<file path="src/rtl/pong_row_renderer.sv">
// Scan-line renderer for the pong LED matrix: scans rows, snapshots the game state once per
// frame and drives the lit-column pattern of the active row with blink/flash/blank modes.
module pong_row_renderer #(
  parameter int unsigned WIDTH        = 8,
  parameter int unsigned ROWS         = 8,
  parameter int unsigned POS_BITS     = 3,
  parameter int unsigned ROW_BITS     = 3,
  parameter int unsigned PAD_LEN      = 2,
  parameter int unsigned SCAN_DIV     = 1024,
  parameter int unsigned BLINK_FRAMES = 16
) (
  input  logic                clk,
  input  logic                rst_n,
  input  logic [POS_BITS-1:0] player_top,
  input  logic [POS_BITS-1:0] player_down,
  input  logic [POS_BITS-1:0] x_pos,
  input  logic [ROW_BITS-1:0] y_pos,
  input  logic [1:0]          mode,
  output logic [ROW_BITS-1:0] row_out,
  output logic [ROWS-1:0]     row_en,
  output logic [WIDTH-1:0]    col_out,
  output logic                frame_start
);

  localparam int unsigned ScanW = $clog2(SCAN_DIV);
  localparam int unsigned FrmW  = (BLINK_FRAMES > 1) ? $clog2(BLINK_FRAMES) : 1;
  localparam logic [ScanW-1:0]    ScanLast = ScanW'(SCAN_DIV - 1);
  localparam logic [ROW_BITS-1:0] RowLast  = ROW_BITS'(ROWS - 1);
  localparam logic [FrmW-1:0]     FrmLast  = FrmW'(BLINK_FRAMES - 1);

  logic [ScanW-1:0]    scan_cnt_q, scan_cnt_d;
  logic [ROW_BITS-1:0] row_q, row_d;
  logic [FrmW-1:0]     frm_cnt_q, frm_cnt_d;
  logic                blink_q, blink_d;
  logic                valid_q, valid_d;
  logic [POS_BITS-1:0] top_q, top_d, down_q, down_d, x_q, x_d;
  logic [ROW_BITS-1:0] y_q, y_d;
  logic [1:0]          mode_q, mode_d;

  logic [ROW_BITS-1:0] row_out_q, row_out_d;
  logic [ROWS-1:0]     row_en_q, row_en_d;
  logic [WIDTH-1:0]    col_out_q, col_out_d;
  logic                frame_start_q, frame_start_d;

  logic row_end, frame_end;

  function automatic logic [WIDTH-1:0] paddle(input logic [POS_BITS-1:0] p);
    logic [WIDTH-1:0] res;
    res = '0;
    // A paddle that would run off the right edge is dropped, not clipped.
    if (int'(p) <= int'(WIDTH) - int'(PAD_LEN)) begin
      for (int i = 0; i < int'(WIDTH); i++) begin
        res[i] = (i >= int'(p)) && (i < int'(p) + int'(PAD_LEN));
      end
    end
    return res;
  endfunction

  always_ff @(posedge clk or negedge rst_n) begin
    if (!rst_n) begin
      scan_cnt_q    <= '0;
      row_q         <= '0;
      frm_cnt_q     <= '0;
      blink_q       <= 1'b0;
      valid_q       <= 1'b0;
      top_q         <= '0;
      down_q        <= '0;
      x_q           <= '0;
      y_q           <= '0;
      mode_q        <= '0;
      row_out_q     <= '0;
      row_en_q      <= '0;
      col_out_q     <= '0;
      frame_start_q <= 1'b0;
    end else begin
      scan_cnt_q    <= scan_cnt_d;
      row_q         <= row_d;
      frm_cnt_q     <= frm_cnt_d;
      blink_q       <= blink_d;
      valid_q       <= valid_d;
      top_q         <= top_d;
      down_q        <= down_d;
      x_q           <= x_d;
      y_q           <= y_d;
      mode_q        <= mode_d;
      row_out_q     <= row_out_d;
      row_en_q      <= row_en_d;
      col_out_q     <= col_out_d;
      frame_start_q <= frame_start_d;
    end
  end

  // Scan timing, frame counter and the once-per-frame snapshot.
  always_comb begin
    row_end    = (scan_cnt_q == ScanLast);
    frame_end  = row_end && (row_q == RowLast);
    scan_cnt_d = row_end ? '0 : scan_cnt_q + 1'b1;
    row_d      = row_q;
    frm_cnt_d  = frm_cnt_q;
    blink_d    = blink_q;
    valid_d    = valid_q;
    top_d      = top_q;
    down_d     = down_q;
    x_d        = x_q;
    y_d        = y_q;
    mode_d     = mode_q;
    if (row_end) begin
      row_d = (row_q == RowLast) ? '0 : row_q + 1'b1;
    end
    if (frame_end) begin
      valid_d = 1'b1;
      top_d   = player_top;
      down_d  = player_down;
      x_d     = x_pos;
      y_d     = y_pos;
      mode_d  = mode;
      if (frm_cnt_q == FrmLast) begin
        frm_cnt_d = '0;
        blink_d   = ~blink_q;
      end else begin
        frm_cnt_d = frm_cnt_q + 1'b1;
      end
    end
  end

  // Registered row outputs, all computed from the same current-row state.
  always_comb begin
    logic [WIDTH-1:0] pattern;
    logic             ball_ok;
    pattern = '0;
    ball_ok = (int'(x_q) < int'(WIDTH)) && (int'(y_q) < int'(ROWS)) && (y_q == row_q) &&
              !((mode_q == 2'd1) && blink_q);
    if (row_q == '0) pattern = pattern | paddle(top_q);
    if (row_q == RowLast) pattern = pattern | paddle(down_q);
    for (int i = 0; i < int'(WIDTH); i++) begin
      if (ball_ok && (int'(x_q) == i)) pattern[i] = 1'b1;
    end

    case (mode_q)
      2'd2:    col_out_d = {WIDTH{blink_q}};
      2'd3:    col_out_d = '0;
      default: col_out_d = pattern;
    endcase
    if (!valid_q) col_out_d = '0;

    for (int i = 0; i < int'(ROWS); i++) begin
      row_en_d[i] = (int'(row_q) == i);
    end
    row_out_d     = row_q;
    frame_start_d = valid_q && (row_q == '0) && (scan_cnt_q == '0);
  end

  assign row_out     = row_out_q;
  assign row_en      = row_en_q;
  assign col_out     = col_out_q;
  assign frame_start = frame_start_q;

endmodule
</file>
<file path="config.mk">
export PLATFORM = sky130hd
export DESIGN_NAME = pong_row_renderer
export DESIGN_NICKNAME = d
export VERILOG_FILES = /design/src/rtl/pong_row_renderer.sv
export SDC_FILE = /design/constraint.sdc
export NUM_CORES = 1
export LEC_CHECK = 0
export ABC_CLOCK_PERIOD_IN_PS = 5500
export CORE_UTILIZATION = 59
export CTS_CLUSTER_DIAMETER = 40
export DETAILED_ROUTE_END_ITERATION = 8
export PLACE_DENSITY = 0.83
export SYNTH_ARGS = -nofsm -noshare
export SYNTH_HDL_FRONTEND = slang
export SYNTH_SLANG_ARGS = --single-unit
</file>
<file path="constraint.sdc">
create_clock -name clk -period 5.5 [get_ports clk]
set_clock_uncertainty 0.1 [all_clocks]
set_input_delay 1.1 -clock clk [delete_from_list [all_inputs] [get_ports clk]]
set_output_delay 1.1 -clock clk [all_outputs]
set_load 0.02 [all_outputs]
</file>
==> summary.md, run 1 <==
| Metric | Value |
|---|---|
| Status | finished clean |
| CTS tree | done |
| Startpoint of the most critical register-to-register path | row_out_d[0] |
| Crit path DAT | between 1 and 1.5 ns |
| Total Negative Setup Slacks | 0 ns |
| Area of the core region | between 4000 and 5000 um2 |
| Largest net degree at the start of global routing | 54 |
| Fraction of final layout cells sized beyond drive strength 1 | 10.9% |
| Min Clock Period, post-route | roughly 2.4 ns |
| Worst R2R End | frm_cnt_q[3] |
| Post-place setup slack | between 3 and 4 ns |
| TritonCTS Sinks | 53 |
| Die outline area | ~4900 um2 |
| Worst-Skew Late Latency | approximately 0.30 ns |
| Routed Wire Length | between 4000 and 5000 um |
| Worst hold slack after final layout | 0.391 ns |
| Post-synthesis cell type count | 45 |
| Reg clk slew, reported paths | ~0.09 ns |
| Static power due to leakage | around 0.0015 uW |
| Cells after Synth | 229 |
| Max-cap check violation count | 0 |
| Number of buffers created by CTS | 5 |
| Main synth FF type | sky130_fd_sc_hd__dfrtp_1 |
| Vias in the first global route | 1,766 |
| Maximum single-stage delay on the critical path | 0.60 ns |
| Cell area after synthesis | 2700 um2 |
| CP Launch Type | flip-flop |
| Area growth syn-to-layout | 17.6% |
| PortBufs | 35 |
| Library cell used as clock root buffer | sky130_fd_sc_hd__clkbuf_8 |
| Fraction of the yosys area taken by sequential cells | roughly half |
| Final worst path period share | 44.4% |
| Class of the tightest hold or removal check | flip-flop to flip-flop |
| Synthesis-stage register bit count | 53 |
| Buffers and inverters on the worst path | 1 |
| DRT iter0 DRCs | 123 |
| First-pass GRT wire length | between 8000 and 9000 um |
| # nets final | ~300 |
| Avg Synthesized Cell Area | between 10 and 15 um2 |
| Worst reg-to-reg setup slack | 3.22 ns |
| Largest driver fanout on the critical path | 1 |
| Slew @ Worst Pin | about 0.63 ns |
| Gr usage total | a little under a quarter |
| Global route overflow | 0 |
| Maximum clock rate | about 400 MHz |
| H-tree depth reported by CTS | 2 |
| Worst rel slew slack | 57.8% |
| Routability congestion estimate | approximately 0.87 |
| Via density per instance | a little under 6 |
| Die outline width | roughly 70 um |
| Synth Warn # | 0 |
| Post_cts resized | 0 |
| Smallest setup slack after layout | a little over 3 ns |
| Maximum clock insertion buffer count | 2 |
| ANT cells | 0 |
| Synthesized Nets | 266 |
| Cell with the largest stage delay on the worst path | sky130_fd_sc_hd__clkdlybuf4s50_1 |
| Number of antenna violations at the first check in global routing | 0 |
| First-pass iteration count of the detailed router | 4 |
| Hold Buf Count CTS | 0 |
| Logic depth of the worst setup path including buffers | 1 |
| Setup-failing EPs final | 0 |
| Crit. Startpoint | frame_start |
| Highest ir drop seen on vdd | around 0.00012 V |
| Type of the worst setup path | flip-flop to primary output |
| Total vias in the final route | 1,846 |
| Remaining routing DRC violations | 0 |
| Setup repair after global routing missed its margin | false |
| Average detailed-routed wire length per instance | 15.1 um |
| Cell-by-cell trace of the critical path | clkdlybuf4s50_1 |
| Crit end category | primary output |
| Number of placement rows | 24 |
| Endpoint of the worst setup timing path | frame_start |
| Number of cells traversed by the worst register-to-register path | 5 |
| Effective utilization at floorplan | 61.6% |
| Kind of cell adding the most delay to the critical path | buffers and inverters |
| Count of final hold-check violations | 0 |
| Num ports | 36 |
| Number of synthesized flops with an enable pin | 0 |
| Floorplan die height | about 70 um |
| Buffers inserted by post-CTS timing repair | 0 |
| Post-synthesis async set-or-reset flop share | 100% |
| Max-slew violation count | 0 |
| HPWL after detailed placement | between 3000 and 4000 um |
| Post-route core utilization | 72.5% |
| Power Dens Cells | about 220 nW/um2 |
| ANT nets after route | 0 |
| Required time reported for the critical path endpoint | 4.30 ns |
==> layout by cell type (no fill, tap or decap), types with 3 or more instances in the layout <==
cell	n
sky130_fd_sc_hd__nand2_1	9
sky130_fd_sc_hd__clkdlybuf4s50_1	34
sky130_fd_sc_hd__nor2b_1	7
sky130_fd_sc_hd__nand3_1	11
sky130_fd_sc_hd__dfrtp_1	53
sky130_fd_sc_hd__a31oi_1	8
sky130_fd_sc_hd__and2_1	4
sky130_fd_sc_hd__a221oi_1	3
sky130_fd_sc_hd__mux2_4	14
sky130_fd_sc_hd__inv_1	17
sky130_fd_sc_hd__clkbuf_8	5
sky130_fd_sc_hd__o21ai_0	8
sky130_fd_sc_hd__a21oi_1	7
sky130_fd_sc_hd__nand4_1	4
sky130_fd_sc_hd__nand2b_1	4
sky130_fd_sc_hd__nand3b_1	3
sky130_fd_sc_hd__ha_1	21
sky130_fd_sc_hd__xor2_1	5
sky130_fd_sc_hd__xnor2_1	7
sky130_fd_sc_hd__nor4b_1	3
sky130_fd_sc_hd__nor2_1	8
==> logic make-up after synthesis <==
logic type	synth area share, %
xor gates and xnor gates	3.89
and+or+nand+nor	15.7
buffers and inverters	4.08
AOI/OAI and AO/OA	9.36
muxes	8.20
adders and majority gates	9.73
DFF	49.1
==> cells in the mapped netlist (4+ instances only) <==
| master | n | area share [%] |
|---|---|---|
| sky130_fd_sc_hd__nor2_1 | 8 | 1.1 |
| sky130_fd_sc_hd__xor2_1 | 5 | 1.6 |
| sky130_fd_sc_hd__nand3_1 | 11 | 2.0 |
| sky130_fd_sc_hd__a21oi_1 | 7 | 1.3 |
| sky130_fd_sc_hd__nand2_1 | 9 | 1.3 |
| sky130_fd_sc_hd__xnor2_1 | 7 | 2.3 |
| sky130_fd_sc_hd__nand4_1 | 4 | 0.93 |
| sky130_fd_sc_hd__dfrtp_1 | 53 | 49 |
| sky130_fd_sc_hd__inv_1 | 17 | 2.4 |
| sky130_fd_sc_hd__o21ai_0 | 8 | 1.5 |
| sky130_fd_sc_hd__nor2b_1 | 7 | 1.6 |
| sky130_fd_sc_hd__and2_1 | 4 | 0.93 |
| sky130_fd_sc_hd__mux2_4 | 14 | 7.8 |
| sky130_fd_sc_hd__ha_1 | 21 | 9.7 |
| sky130_fd_sc_hd__a31oi_1 | 8 | 1.9 |
| sky130_fd_sc_hd__nand2b_1 | 4 | 0.93 |
==> power breakdown <==
group | internal, uW | switching [uW] | total, uW | leakage, uW
clock network | 132 | 117 | 250 | 0.0000540
registers | 394 | 9.32 | 404 | 0.000689
logic | 26.2 | 24.6 | 50.8 | 0.000756
==> worst min path at each step <==
stage / from / endpoint / slack [ns] / depth (start not counted)
global route: frm_cnt_q[3] / frm_cnt_q[3] / 0.41 / 1
detailed placement: row_out_d[1] / row_out[1] / 0.36 / 0
CTS: frm_cnt_q[3] / frm_cnt_q[3] / 0.39 / 1
finish: row_out_d[1] / row_out[1] / 0.39 / 0
floorplan: row_out_d[2] / row_out[2] / 0.30 / 0
global placement: row_out_d[1] / row_out[1] / 0.35 / 0
==> cell type report <==
type                    count  area [um2]
flip-flops and latches     53        1330
multi-input cells         153        1260
fillers                   306        1210
repair buffers             36         353
clock buffers               5        68.8
well taps                  52        65.1
inverters                  17        63.8
clock inverters             2        35.0
==> flip-flops by register name, summed over array words and instances, names as in the netlist <==
name and count:
col_out 8, scan_cnt_q 10, row_en 8, valid_q 1, blink_q 1, frame_start 1, x_q 3, row_out 3
frm_cnt_q 4, top_q 3, row_out_d 3, y_q 3, mode_q 2, down_q 3
==> metal layers <==
metal / global-route usage (%) / vias up / wire length (um)
met4: 7.33 / 0 / 97
met3: 4.80 / 13 / 190
met5: 0 / - / 0
li1: - / 877 / -
met2: 36.2 / 62 / 2280
met1: 31.3 / 894 / 2250
==> through the flow <==
step / area, um2 / power (uW) / cells
CTS: 3180 / 712 / 318
finish: 3180 / 704 / 318
floorplan: 2700 / 436 / 229
global placement: 3070 / 460 / 311
global route: 3180 / 739 / 318
detailed placement: 3070 / 462 / 311
No activity file was read; power rests on OpenSTA's default activity.
==> run 2: changes to the inputs <==
- ABC_CLOCK_PERIOD_IN_PS: 5500 -> 2200
- CORE_UTILIZATION: 59 -> 49
- PLACE_DENSITY: 0.83 -> 0.73
- clock period: 5.5 -> 2.2 ns (I/O delays scaled with it)
==> run 2 against run 1 <==
Net effect:
- the flow now finishes with violations (hold timing)
- total power rose to 2.6 times the previous value
- worst setup slack lost 2.9 ns
- sequential cell count did not move
- global-route usage is 4.2 points lower
- sequential power increased to 2.5 times the previous value
- cell area grew 2.6%
- non-clock buffer count up 3
- sequential share of layout area fell by 1.1 points
- cell count up 6.9%
- via count fell by 1.7%
- highest routed layer unchanged
==> summary.md, run 2 (synthesized netlist as in run 1, its figures left out) <==
| Metric | Value |
|---|---|
| Status | complete, but fails checks |
| Violations in the final reports | hold timing |
| Worst rel slew slack | 66.6% (+8.7 points) |
| Number of buffers created by CTS | 5 (unchanged) |
| Max-cap check violation count | 0 (unchanged) |
| Min Clock Period, post-route | 2.00 ns |
| Area of the core region | 5200 um2 (+19%) |
| Max-slew violation count | 0 (unchanged) |
| TritonCTS Sinks | 53 (unchanged) |
| Final Power | 1800 uW (+160%) |
| Setup-failing EPs final | 0 (unchanged) |
| Proportion of power drawn by flip-flops and latches | 55.9% (-1.4 points) |
| Cell Count, Final, Fillers Out | 340 (+6.9%) |
| Smallest setup slack after layout | 0.199 ns (-2.86 ns) |
| Power Dens Cells | 552 nW/um2 (+150%) |
| Count of final hold-check violations | 6 (+6) |
| Die outline area | 5810 um2 (+20%) |
| Effective utilization at floorplan | 51.9% (-9.7 points) |
| Most common library cell in the layout ignoring fill and taps | sky130_fd_sc_hd__dfrtp_1 |
| Buffers and inverters on the worst path | 1 (unchanged) |
| Commonest non-fill, non-tap cells in the layout | 53 x sky130_fd_sc_hd__dfrtp_1, 34 x sky130_fd_sc_hd__clkdlybuf4s50_1, 21 x sky130_fd_sc_hd__ha_1 |
| First-pass GRT wire length | 8590 um (-0.96%) |
| Clk pwr share | 36.7% (+1.3 points) |
| Number of flip-flops under the largest register name | 10 (unchanged) |
| Static power due to leakage | 0.00153 uW (+2.0%) |
| Average detailed-routed wire length per instance | 13.9 um (-8.3%) |
| Maximum single-stage delay on the critical path | 0.50 ns (-0.10 ns) |
| Placed Cells | 332 (+6.8%) |
| Remaining routing DRC violations | 0 (unchanged) |
| Slew @ Worst Pin | 0.501 ns (-0.131 ns) |
| Cell-by-cell trace of the critical path | inv_1 -> ha_1 -> nor4b_1 -> a31oi_1 -> or3_1 -> a31oi_1 |
| ANT cells | 0 (unchanged) |
| CTS tree | done |
| Post-place setup slack | 0.246 ns (-2.97 ns) |
| ANT nets after route | 0 (unchanged) |
| Global route overflow | 0 (unchanged) |
| Library cell used as clock root buffer | sky130_fd_sc_hd__clkbuf_8 |
| Area growth syn-to-layout | 20.7% |
| Number of placement rows | 26 (+8.3%) |
| CP Launch Type | flip-flop |
| Internal cell power | 1430 uW (+160%) |
| Proportion of power drawn by combinational gates | 7.4% (+0.2 points) |
| Largest driver fanout on the critical path | 8 (+7) |
| Reg clk slew, reported paths | 0.09 ns (about the same) |
| Total vias in the final route | 1,815 (-1.7%) |
| Routability congestion estimate | 0.794 (-9.0%) |
| Number of antenna violations at the first check in global routing | 0 (unchanged) |
| Fill cell instance count of the final layout | 435 (+42%) |
| Highest ir drop seen on vdd | 0.000276 V (+130%) |
| Worst-Skew Late Latency | 0.30 ns (about the same) |
| Net Switching | 373 uW (+150%) |
| # nets final | 306 (+0.99%) |
| Class of the tightest hold or removal check | input pin to async pin |
| Buffers inserted by post-CTS timing repair | 0 (unchanged) |
| Most Frequent Cell on Critical Path | sky130_fd_sc_hd__a31oi_1 |
| Worst hold slack after final layout | -0.00248 ns (-0.393 ns) |
| Setup repair after global routing missed its margin | false |
| Fraction of final layout cells sized beyond drive strength 1 | 11.9% (+0.95 points) |
| Post-route core utilization | 62.6% (-9.8 points) |
| First-pass iteration count of the detailed router | 4 (unchanged) |
| Via density per instance | 5.34 (-8.0%) |
| Post_cts resized | 0 (unchanged) |
| Num ports | 36 (unchanged) |
| Maximum clock insertion buffer count | 2 (unchanged) |
| Required time reported for the critical path endpoint | 2.32 ns (-1.98 ns) |
| Maximum clock rate | 500 MHz |
| Routed Wire Length | 4710 um (-2.0%) |
| Vias in the first global route | 1,793 (+1.5%) |
| Crit end category | flip-flop |
| DRT iter0 DRCs | 71 (-42%) |
| Hold Buf Count CTS | 0 (unchanged) |
| Crit path DAT | 2.12 ns (+0.88 ns) |
| Switching part of the total power | 20.7% (-0.73 points) |
| HPWL after detailed placement | 3480 um (+3.7%) |
| Largest net degree at the start of global routing | 33 (-39%) |
| Kind of cell adding the most delay to the critical path | simple AND/OR/NAND/NOR gates |
| PortBufs | 35 (unchanged) |
| Die outline width | 76.3 um (+9.5%) |
| Floorplan die height | 76.3 um (+9.5%) |
| Type of the worst setup path | flip-flop to flip-flop |
| Largest reg by FF count | scan_cnt_q |
| Cell with the largest stage delay on the worst path | sky130_fd_sc_hd__dfrtp_1 |
| Total Negative Setup Slacks | 0 ns (unchanged) |
| H-tree depth reported by CTS | 2 (unchanged) |
| Final worst path period share | 91.0% |
| Gr usage total | 18.6% (-4.2 points) |
-- run 2: changes by cell type in the layout (fill, tap and decap cells not counted) --
cell and delta:
sky130_fd_sc_hd__clkbuf_1 +1, sky130_fd_sc_hd__clkbuf_8 +1, sky130_fd_sc_hd__clkinv_2 -1, sky130_fd_sc_hd__buf_4 +1, sky130_fd_sc_hd__buf_12 +2
-- run 2: power by group through the flow --
stage	Combinational [uW]	Sequential, uW	Clock, uW
6_report	132	1010	661
5_1_grt	149	1010	732
4_1_cts	134	1010	682
3_5_place_dp	133	1030	0
3_3_place_gp	131	1020	0
2_1_floorplan	69.6	1020	0
-- run 2: final timing paths --
check	startpoint	to	slack (ns)	depth (start not counted)
hold / removal	rst_n	scan_cnt_q[2]	-0.002	1
setup / recovery	top_q[1]	col_out[2]	0.20	6
max in group asynchronous	rst_n	col_out[4]	1.47	2
min in group clk	row_out_d[1]	row_out[1]	0.39	0
hold reg to reg	row_out_d[1]	row_out[1]	0.39	0
setup reg to reg	top_q[1]	col_out[2]	0.20	6
-- run 2: stage by stage --
step | cell area, um2 | hold WS (ns)
3_5_place_dp | 3140 | 0.334
5_1_grt | 3260 | 0.0217
3_3_place_gp | 3140 | 0.330
6_report | 3260 | -0.00248
4_1_cts | 3260 | 0.00187
2_1_floorplan | 2700 | 0.0444
-- run 2: routing by layer --
layer	vias up	share of wire (%)	global-route usage (%)
met5	-	0	0
met3	5	4.0	4.43
li1	885	-	-
met1	884	50	26.9
met4	0	1.2	5.58
met2	41	45	27.6
-- run 2: worst reg2reg max path: stages, from the launching register on --
cell and delay (ns):
sky130_fd_sc_hd__dfrtp_1 0.50, sky130_fd_sc_hd__inv_1 0.17, sky130_fd_sc_hd__ha_1 0.30, sky130_fd_sc_hd__nor4b_1 0.29, sky130_fd_sc_hd__a31oi_1 0.07, sky130_fd_sc_hd__or3_1 0.32
sky130_fd_sc_hd__a31oi_1 0.17
-- run 2: area by class of cell --
cell class	count	area [um2]	area share, %
flip-flops and latches	53	1330	40.7
multi-input cells	153	1260	38.8
repair buffers	39	400	12.3
well taps	70	87.6	2.69
clock buffers	7	86.3	2.65
inverters	17	63.8	1.96
clock inverters	1	30.0	0.921
==> run 3: changes to the inputs <==
- CAP_MARGIN: default -> 25
==> results of run 3 <==
No change in the layout: final DEF, timing and power equal those of run 2.
